[config.mk]
export PLATFORM = sky130hd
export DESIGN_NAME = alu_seq
export DESIGN_NICKNAME = d
export VERILOG_FILES = /design/src/rtl/alu_seq.sv
export SDC_FILE = /design/constraint.sdc
export NUM_CORES = 1
export LEC_CHECK = 0
export ABC_CLOCK_PERIOD_IN_PS = 4200
export CAP_MARGIN = 20
export CORE_MARGIN = 2
export CORE_UTILIZATION = 52
export DETAILED_ROUTE_END_ITERATION = 7
export HOLD_SLACK_MARGIN = 0.02
export PLACE_DENSITY = 0.87
export SLEW_MARGIN = 10
export SYNTH_ARGS = -nofsm -noshare
export SYNTH_HDL_FRONTEND = slang
export SYNTH_SLANG_ARGS = --single-unit
export TNS_END_PERCENT = 30
[constraint.sdc]
create_clock -name clk -period 4.2 [get_ports clk]
set_clock_uncertainty 0.1 [all_clocks]
set_input_delay 0.63 -clock clk [delete_from_list [all_inputs] [get_ports clk]]
set_output_delay 0.63 -clock clk [all_outputs]
set_load 0.01 [all_outputs]
[src/rtl/alu_seq.sv]
`default_nettype none
// +--------------------------------------------------------------------------+
// | Module     : alu_seq                                                     |
// | Description: Handshaked ALU; single-cycle logic/arith ops, optional      |
// |              WIDTH-cycle shift-add multiply enabled by ALU_SEQ_MUL_EN.    |
// | Revision   : 1.0 - initial release                                       |
// +--------------------------------------------------------------------------+
module alu_seq #(
    parameter int WIDTH = 64
) (
    input  logic             clk,
    input  logic             reset,
    input  logic             in_valid,
    output logic             in_ready,
    input  logic [WIDTH-1:0] A,
    input  logic [WIDTH-1:0] B,
    input  logic [3:0]       ALUOp,
    output logic             out_valid,
    input  logic             out_ready,
    output logic [WIDTH-1:0] R,
    output logic             Z,
    output logic             C,
    output logic             V
);

    localparam logic [3:0] c_OP_AND = 4'b0000;
    localparam logic [3:0] c_OP_OR  = 4'b0001;
    localparam logic [3:0] c_OP_ADD = 4'b0010;
    localparam logic [3:0] c_OP_SUB = 4'b0110;
    localparam logic [3:0] c_OP_NOR = 4'b1100;
    localparam logic [3:0] c_OP_SLT = 4'b0111;

    localparam logic [1:0] c_IDLE = 2'd0;
    localparam logic [1:0] c_DONE = 2'd2;

`ifdef ALU_SEQ_MUL_EN
    localparam logic [3:0] c_OP_MUL = 4'b1000;
    localparam logic [1:0] c_BUSY   = 2'd1;
    localparam int         c_CW     = $clog2(WIDTH + 1);
    localparam logic [c_CW-1:0] c_LAST = c_CW'(WIDTH - 1);
`endif

    logic [1:0]       r_state;
    logic [1:0]       w_state_next;
    logic [WIDTH-1:0] r_r;
    logic             r_z;
    logic             r_c;
    logic             r_v;

    logic [WIDTH-1:0] w_res;
    logic             w_c;
    logic             w_v;
    logic             w_z;
    logic             w_accept;
    logic             w_alu_load;

    assign w_accept = in_valid && (r_state == c_IDLE);

`ifdef ALU_SEQ_MUL_EN
    logic [WIDTH-1:0] r_ma;
    logic [WIDTH-1:0] r_mb;
    logic [WIDTH-1:0] r_acc;
    logic [c_CW-1:0]  r_cnt;
    logic [WIDTH-1:0] w_acc_next;
    logic             w_is_mul;
    logic             w_mul_start;
    logic             w_mul_last;

    assign w_is_mul    = (ALUOp == c_OP_MUL);
    assign w_mul_start = w_accept && w_is_mul;
    assign w_alu_load  = w_accept && !w_is_mul;
    assign w_mul_last  = (r_state == c_BUSY) && (r_cnt == c_LAST);
    assign w_acc_next  = r_acc + (r_mb[0] ? r_ma : '0);

    // Multiplicand shifts left, multiplier shifts right; bits past WIDTH fall off.
    always_ff @(posedge clk) begin
        if (reset) begin
            r_ma  <= '0;
            r_mb  <= '0;
            r_acc <= '0;
            r_cnt <= '0;
        end else if (w_mul_start) begin
            r_ma  <= A;
            r_mb  <= B;
            r_acc <= '0;
            r_cnt <= '0;
        end else if (r_state == c_BUSY) begin
            r_ma  <= r_ma << 1;
            r_mb  <= r_mb >> 1;
            r_acc <= w_acc_next;
            r_cnt <= r_cnt + c_CW'(1);
        end
    end
`else
    assign w_alu_load = w_accept;
`endif

    always_comb begin
        w_res = '0;
        w_c   = 1'b0;
        w_v   = 1'b0;
        case (ALUOp)
            c_OP_AND: w_res = A & B;
            c_OP_OR:  w_res = A | B;
            c_OP_NOR: w_res = ~(A | B);
            c_OP_ADD: begin
                {w_c, w_res} = {1'b0, A} + {1'b0, B};
                w_v = (A[WIDTH-1] == B[WIDTH-1]) && (w_res[WIDTH-1] != A[WIDTH-1]);
            end
            c_OP_SUB: begin
                w_res = A - B;
                w_c   = (A >= B);
                w_v   = (A[WIDTH-1] != B[WIDTH-1]) && (w_res[WIDTH-1] != A[WIDTH-1]);
            end
            c_OP_SLT: w_res = {{(WIDTH-1){1'b0}}, ($signed(A) < $signed(B))};
            default:  w_res = '0;
        endcase
    end

    assign w_z = (w_res == '0);

    always_ff @(posedge clk) begin
        if (reset) begin
            r_state <= c_IDLE;
        end else begin
            r_state <= w_state_next;
        end
    end

    always_comb begin
        w_state_next = r_state;
        case (r_state)
            c_IDLE: begin
                if (in_valid) begin
`ifdef ALU_SEQ_MUL_EN
                    w_state_next = w_is_mul ? c_BUSY : c_DONE;
`else
                    w_state_next = c_DONE;
`endif
                end
            end
`ifdef ALU_SEQ_MUL_EN
            c_BUSY: begin
                if (r_cnt == c_LAST) begin
                    w_state_next = c_DONE;
                end
            end
`endif
            c_DONE: begin
                if (out_ready) begin
                    w_state_next = c_IDLE;
                end
            end
            default: w_state_next = c_IDLE;
        endcase
    end

    always_comb begin
        in_ready  = (r_state == c_IDLE);
        out_valid = (r_state == c_DONE);
    end

    always_ff @(posedge clk) begin
        if (reset) begin
            r_r <= '0;
            r_z <= 1'b0;
            r_c <= 1'b0;
            r_v <= 1'b0;
        end else if (w_alu_load) begin
            r_r <= w_res;
            r_z <= w_z;
            r_c <= w_c;
            r_v <= w_v;
        end
`ifdef ALU_SEQ_MUL_EN
        else if (w_mul_last) begin
            r_r <= w_acc_next;
            r_z <= (w_acc_next == '0);
            r_c <= 1'b0;
            r_v <= 1'b0;
        end
`endif
    end

    assign R = r_r;
    assign Z = r_z;
    assign C = r_c;
    assign V = r_v;

endmodule
`default_nettype wire

==> metrics.txt, run 1 <==
Syn. warnings 0; H-tree depth 3; Post-Synth Adder-Cell Area 17.2%; syn avg cell area 6.60 µm²; outcome stopped before the end; Net Count, Synth 2502; die height 170 µm; Setup Slack @ Placement -1.30 ns; hpwl dp 62200 µm; Die Wd 170 µm; I/O Pins 205; #FFs+latches synth 68; main combinational cell family by area after synthesis compound AO/OA/AOI/OAI gates; CTS root buf clkbuf_16; vias in the first global route 32688; synth unique cells 80; FFs w/ async S/R, synth 0%; Synth Flop Type dfxtp_1; grt total ovfl 1737; cts hold-fix bufs 0; GPL Wtd Cong 1.31; initial cell density of the core 53.0%; Post-Synth Simple-Gate Area 23.8%; Post-Syn Area 14300 µm²; largest net degree at the start of global routing 101; clock sink total 68; Err [ERROR GRT-0116] Global routing finished with congestion. Check the congestion regions in the DRC Viewer.; Synth Area in Compound Gates 37.9%; first-pass GRT wire length 213000 µm; mux cell area share after synthesis 1.54%; IO Port Bufs 204; maximum root-to-sink buffer count 2; number of synthesized flops with an enable pin 0; Overall Global Routing Usage 97.3%; Cell Rows 60; halt point of the flow global routing; Seq/Total Area, Yosys 9.50%; xor/xnor share of the synthesized area 1.10%; instance count of the mapped netlist 2170; TritonCTS buffer count 9
cell families after synthesis:
| group | Yosys count |
|---|---|
| buffers and inverters | 334 |
| adder cells (fa/ha/maj) | 196 |
| multiplexers | 21 |
| AO/OA/AOI/OAI | 806 |
| AND/OR/NAND/NOR | 727 |
| XOR/XNOR | 18 |
| flip-flops | 68 |
routing by layer:
metal,GRT overflow,global-route usage [%]
met2,1013,114
met4,441,108
met3,124,84.2
met1,142,89.4
met5,17,77.6
stage by stage:
step | hold slack [ns] | util, % | area (µm²) | instances
after floorplan | 0.376 | - | 14300 | 2170
after global placement | 0.348 | 80.3 | 21700 | 3298
after detailed placement | 0.378 | 80.3 | 21700 | 3298
after CTS | 0.403 | 90.0 | 24300 | 3404
cells in the mapped netlist (44+ instances only):
cell type,n,area (µm²)
ha_1,194,2430
nor4_1,47,294
o21ai_0,140,701
nor2_1,274,1030
dfxtp_1,68,1360
inv_1,198,743
nand2_1,161,604
a211oi_1,58,435
a21oi_1,212,1060
a221oi_1,44,385
clkbuf_1,100,375
nor3_1,61,305
repair_timing:
item	4_1_cts
endpoints found under the setup margin	36
endpoints found under the hold margin	0
buffers inserted	92
pin swaps	117
cloned	0
gates resized for setup	470
==> run 2, diff against run 1 <==
--- a/config.mk
+++ b/config.mk
@@ -5,13 +5,12 @@
 export SDC_FILE = /design/constraint.sdc
 export NUM_CORES = 1
 export LEC_CHECK = 0
-export ABC_CLOCK_PERIOD_IN_PS = 4200
+export ABC_CLOCK_PERIOD_IN_PS = 5500
 export CAP_MARGIN = 20
 export CORE_MARGIN = 2
-export CORE_UTILIZATION = 52
+export CORE_UTILIZATION = 40
 export DETAILED_ROUTE_END_ITERATION = 7
-export HOLD_SLACK_MARGIN = 0.02
-export PLACE_DENSITY = 0.87
+export PLACE_DENSITY_LB_ADDON = 0.15
 export SLEW_MARGIN = 10
 export SYNTH_ARGS = -nofsm -noshare
 export SYNTH_HDL_FRONTEND = slang
==> constraint.sdc (replaced) <==
create_clock -name clk -period 5.5 [get_ports clk]
set_clock_uncertainty 0.1 [all_clocks]
set_input_delay 0.825 -clock clk [delete_from_list [all_inputs] [get_ports clk]]
set_output_delay 0.825 -clock clk [all_outputs]
set_load 0.01 [all_outputs]
==> metrics.txt, run 2 <==
Max Fanout on Critical Path 5; GPL Wtd Cong 1.05 (-20%); leakage power 9.05 nW; initial cell density of the core 40.5% (-13 points); maxcap violations 0; routed len/inst 23.3 µm; commonest non-fill, non-tap cells in the layout buf_4 (442), nor2_1 (273), a21oi_1 (209), clkdlybuf4s50_1 (203), inv_1 (198); share of layout cells above drive strength 1 19.5%; CP endpoint kind flip-flop; Worst VDD drop 0.000190 V; Data arrival, critical path 5.63 ns; CP required 5.67 ns; TritonCTS buffer count 9 (unchanged); fin crit period 5.46 ns; Final ANT Viol Nets 0; Remaining DRCs 0; die height 193 µm (+14%); Synth area leader ha_1; I/O Pins 205 (unchanged); H-tree depth 3 (unchanged); Final setup viols 0; Die Wd 193 µm (+14%); Max Fclk 0.183 GHz; synth unique cells 80 (unchanged); outcome complete, no violations; max reg flops 64; Synth area leaders ha_1 (17%), dfxtp_1 (9.5%), a21oi_1 (7.4%); clock sink total 68 (unchanged); number of synthesized flops with an enable pin 0 (unchanged); Cell Rows 69 (+15%); setup tns final 0 ns; startpoint types primary input; DR vias 19695; initial antenna violation count 0; Final nets 3032; vias in the first global route 18329; first-pass GRT wire length 110000 µm; maximum root-to-sink buffer count 2 (unchanged); HP Class reg -> reg; hpwl dp 61200 µm (-1.5%); syn avg cell area 6.60 µm² (unchanged); Worst Tran Pin Value 1.07 ns; grt total ovfl 0; via-per-instance ratio 6.22; Critical Setup Path Class in -> reg; top cell type's share of synthesized area 16.9% (unchanged); pwr/cell area 161 nW/µm²; most frequent cell after synthesis nor2_1; Seq/Total Area, Yosys 9.50% (unchanged); Fin. Hold Viols 0; commonest non-fill, non-tap cell in the layout buf_4; Post-synth top cells nor2_1 (274), a21oi_1 (212), inv_1 (198); CTS root buf clkbuf_16; largest net degree at the start of global routing 101; final max-slew violation count 0; clock-pin slew on the worst setup and hold paths 0.07 ns; Initial DRC Count 2257; IO Port Bufs 204 (unchanged); final core occ 57.1%; Post-Syn Area 14300 µm² (unchanged); Max-Slew Margin vs Limit 28.1%; Syn. warnings 0 (unchanged); FFs w/ async S/R, synth 0% (unchanged); CTS tree done; drt first pass iters 6; instance count of the mapped netlist 2170 (unchanged); die area 37300 µm²; Overall Global Routing Usage 37.5%; WL final 73700 µm; #FFs+latches synth 68 (unchanged); Net Count, Synth 2502 (unchanged); core area 35400 µm²; later-pin clock latency in the skew report 0.34 ns; Area Overhead vs Synth 41.2%; Final period util 99.3%; Synth Flop Type dfxtp_1; Fillers 3572
run 2: logic make-up (layout without fill, tap and decap cells):
logic type / after synthesis / after routing / share of synthesized area (%)
DFF: 68 / 68 / 9.50
and+or+nand+nor: 727 / 727 / 23.8
muxes: 21 / 21 / 1.54
adders and majority gates: 196 / 196 / 17.2
buffers and inverters: 334 / 868 / 8.96
AOI/OAI and AO/OA: 806 / 806 / 37.9
other: 0 / 1 / 0
xor gates and xnor gates: 18 / 18 / 1.10
run 2: repair_timing:
item,4_1_cts,5_1_grt
setup buffers,0,0
hold buffers,0,0
resized for setup,0,15
hold endpoints to repair,0,0
endpoints found under the setup margin,0,2
run 2: metrics by stage:
stage	total power [mW]	worst slack (ns)	hold WS, ns	instance area (µm²)	std cells
2_1_floorplan	1.57	1.03	0.376	14300	2170
3_3_place_gp	2.62	-0.209	0.347	19900	3150
3_5_place_dp	2.63	-0.253	0.356	19900	3150
4_1_cts	3.19	0.0803	0.362	20200	3165
5_1_grt	3.42	-0.0262	0.383	20200	3165
6_report	3.27	0.0392	0.364	20200	3166
run 2: area by class of cell:
| cell class | instances | area (µm²) | area share [%] |
|---|---|---|---|
| timing repair buffer | 653 | 5500 | 27.2 |
| clock inverter | 6 | 41.3 | 0.204 |
| sequential | 68 | 1360 | 6.73 |
| multi-input combinational | 1768 | 11800 | 58.2 |
| antenna | 1 | 2.50 | 0.0124 |
| clock buffer | 9 | 225 | 1.11 |
| inverter | 200 | 751 | 3.71 |
| tap | 461 | 577 | 2.85 |
run 2: path summary, 6_finish.rpt:
check                                              from        endpoint  slack (ns)  depth (start not counted)
worst min-delay path                     C$_SDFFE_PP0P_  C$_SDFFE_PP0P_        0.36                          2
worst max-delay path                              B[20]  Z$_SDFFE_PP0P_        0.04                         18
worst max register to register  r_state[1]$_SDFFE_PP0P_  Z$_SDFFE_PP0P_        2.58                         11
worst min register to register           C$_SDFFE_PP0P_  C$_SDFFE_PP0P_        0.36                          2
run 2: power by group:
group | internal (mW) | leakage (nW) | switching [mW]
combinational | 0.926 | 8.37 | 1.21
sequential | 0.534 | 0.561 | 0.0298
clock | 0.303 | 0.124 | 0.260
total | 1.76 | 9.05 | 1.50
run 2: critical path, stage by stage:
cell             delay (ns)
clkdlybuf4s50_1        0.49
inv_1                  0.06
ha_1                   0.37
buf_4                  0.17
inv_1                  0.06
a21oi_1                0.38
buf_4                  0.19
nand4_1                0.22
nor4_2                 0.39
nor2_1                 0.12
a311o_1                0.42
and3_4                 0.21
a2111oi_4              0.29
a31oi_1                0.07
o221a_1                0.28
or3_1                  0.35
or4_1                  0.49
o31ai_1                0.23
run 2: metal layers:
layer / track usage [%] / vias to the layer above / wire length [µm]
met1: 52.6 / 9316 / 32100
met4: 12.7 / 0 / 2640
li1: - / 9054 / -
met3: 6.40 / 164 / 7500
met2: 58.0 / 1161 / 31400
met5: 0 / - / 0
(Power assumes the default switching activity.)
==> run 3, diff against run 2 <==
--- a/config.mk
+++ b/config.mk
@@ -9,7 +9,9 @@
 export CAP_MARGIN = 20
 export CORE_MARGIN = 2
 export CORE_UTILIZATION = 40
+export CTS_CLUSTER_SIZE = 25
 export DETAILED_ROUTE_END_ITERATION = 7
+export MAX_ROUTING_LAYER = met4
 export PLACE_DENSITY_LB_ADDON = 0.15
 export SLEW_MARGIN = 10
 export SYNTH_ARGS = -nofsm -noshare
==> metrics.txt, run 3 (synthesis results as in run 2) <==
outcome finished with violations; failing checks negative setup slack; maxcap violations 0 (unchanged); Worst Hold Launch C$_SDFFE_PP0P_; I/O Pins 205 (unchanged); die height 193 µm (unchanged); maximum root-to-sink buffer count 2 (unchanged); clock-pin slew on the worst setup and hold paths 0.06 ns (about the same); TritonCTS buffer count 9 (unchanged); HP Class reg -> reg; cts hold-fix bufs 0 (unchanged); clock sink total 68 (unchanged); routed len/inst 23.6 µm (+1.6%); R2R Path End Z$_SDFFE_PP0P_; Fin. Hold Viols 0 (unchanged); grt total ovfl 0 (unchanged); initial antenna violation count 1 (+1); Overall Global Routing Usage 39.6% (+2.0 points); DR vias 19752 (+0.29%); first-pass GRT wire length 113000 µm (+2.7%); power share of the combinational group 64.5% (-1.0 points); GR peak layer met2; Post-Place Cells 3152 (+0.063%); WL final 74900 µm (+1.7%); Final Non-Filler Cells 3171 (+0.16%); Max Fclk 0.181 GHz (-0.93%); reg2reg start r_state[1]$_SDFFE_PP0P_; RSZ-0062 raised after global routing yes; via-per-instance ratio 6.23 (+0.13%); Critical Setup Path Class in -> reg; initial cell density of the core 40.5% (unchanged); clock share of power 18.5% (+1.3 points); commonest non-fill, non-tap cell in the layout buf_4; Final ANT Viol Nets 0 (unchanged); Worst Tran Pin Value 0.971 ns (-0.0972 ns); Flop pwr share 17.0% (-0.3 points); Final nets 3036 (+0.13%); leakage power 9.13 nW (+0.83%); final max-slew violation count 0 (unchanged); core area 35400 µm² (unchanged); CTS root buf clkbuf_16; switching power 1.51 mW (+0.29%); worst hold slack 0.374 ns (+0.0103 ns); Die Wd 193 µm (unchanged); Initial DRC Count 2311 (+2.4%); GPL Wtd Cong 1.06 (+0.79%); share of layout cells above drive strength 1 20.2% (+0.70 points); Max Fanout on Critical Path 6 (+1); CP required 5.65 ns (-0.02 ns); startpoint types primary input; Worst VDD drop 0.000169 V (-11%); fin crit period 5.51 ns (+0.0515 ns); IO Port Bufs 204 (unchanged); reg2reg path depth 13 (+2); Pwr Total 3.33 mW (+2.1%); later-pin clock latency in the skew report 0.34 ns (about the same); commonest non-fill, non-tap cells in the layout buf_4 (445), nor2_1 (273), a21oi_1 (208), clkdlybuf4s50_1 (203), inv_1 (198); pwr/cell area 163 nW/µm² (+1.1%); Data arrival, critical path 5.66 ns (+0.03 ns); largest net degree at the start of global routing 73 (-28%); Final WS setup -0.0123 ns (-0.0515 ns); final core occ 57.7% (+0.53 points); Final setup viols 1 (+1); H-tree depth 3 (unchanged); WHS Path Cells 2 (unchanged); met2 Resource Use GR 59.4% (+1.4 points); Remaining DRCs 0 (unchanged); hpwl dp 62200 µm (+1.6%); Fillers 3445 (-3.6%); sw frac 45.2% (-0.80 points); met3 usage 5.81% (-0.59 points); CP endpoint kind flip-flop; internal power 1.83 mW (+3.6%); vias in the first global route 18551 (+1.2%); die area 37300 µm² (unchanged); max reg flops 64 (unchanged); Cell Rows 69 (unchanged); CTS tree done; Area Overhead vs Synth 42.5%; Max-Slew Margin vs Limit 35.3% (+7.1 points); GR Layer Usage met1 54.4% (+1.8 points); post-placement cell area 19900 µm² (+0.14%); Final period util 100% (+0.94 points); drt first pass iters 6 (unchanged); sink of the worst hold path C$_SDFFE_PP0P_; internal reg-to-reg setup slack 1.93 ns (-0.65 ns); post-route cell area 20400 µm² (+0.92%)
-- run 3: repair_timing --
action	in CTS	in global routing
pin swaps	1	6
gates resized for setup	9	34
buffers inserted	0	2
setup endpoints to repair	1	3
-- run 3: power by group through the flow --
stage / sequential, mW / combinational, mW / clock, mW
finish: 0.566 / 2.15 / 0.617
global route: 0.569 / 2.29 / 0.635
CTS: 0.565 / 2.07 / 0.618
detailed placement: 0.576 / 2.05 / 0
global placement: 0.574 / 2.04 / 0
floorplan: 0.583 / 0.991 / 0
-- run 3: per-layer routing --
layer | up-vias | part of all wire [%]
li1 | 9096 | -
met5 | - | 0
met2 | 1130 | 43
met4 | 0 | 3.7
met3 | 162 | 9.7
met1 | 9364 | 44
-- run 3: how the worst max path moves through the flow --
| stage | from | end | slack [ns] | cells after the start |
|---|---|---|---|---|
| detailed placement | B[0] | Z$_SDFFE_PP0P_ | -0.76 | 18 |
| finish | B[16] | Z$_SDFFE_PP0P_ | -0.01 | 19 |
| floorplan | B[8] | Z$_SDFFE_PP0P_ | 1.03 | 16 |
| global route | B[10] | Z$_SDFFE_PP0P_ | -0.13 | 21 |
| global placement | B[0] | Z$_SDFFE_PP0P_ | -0.71 | 18 |
| CTS | A[9] | Z$_SDFFE_PP0P_ | 0.01 | 22 |
-- run 3: final cells by class --
cell class | count | area (µm²) | share of cell area, %
antenna | 1 | 2.50 | 0.0123
timing repair buffer | 657 | 5540 | 27.1
tap | 461 | 577 | 2.83
clock buffer | 10 | 239 | 1.17
sequential | 68 | 1360 | 6.67
inverter | 200 | 751 | 3.68
clock inverter | 6 | 71.3 | 0.349
multi-input combinational | 1768 | 11900 | 58.2
-- run 3: critical path, stage by stage --
cell and delay, ns:
clkdlybuf4s50_1 0.49, inv_1 0.07, ha_1 0.38, inv_1 0.11, a21oi_1 0.13, o31ai_1 0.58
a21oi_1 0.15, buf_4 0.18, buf_4 0.13, o211ai_1 0.57, buf_4 0.23, a21oi_1 0.08
a221oi_1 0.26, o21ai_0 0.26, nor3b_1 0.38, and4_1 0.27, and4_1 0.22, nand4_1 0.13
o31ai_2 0.22
-- run 3: metrics by stage --
| stage | worst slack, ns | TNS (ns) |
|---|---|---|
| CTS | 0.0122 | 0 |
| finish | -0.0123 | -0.0123 |
| detailed placement | -0.761 | -1.01 |
| global route | -0.125 | -0.125 |
| floorplan | 1.03 | 0 |
| global placement | -0.713 | -0.824 |
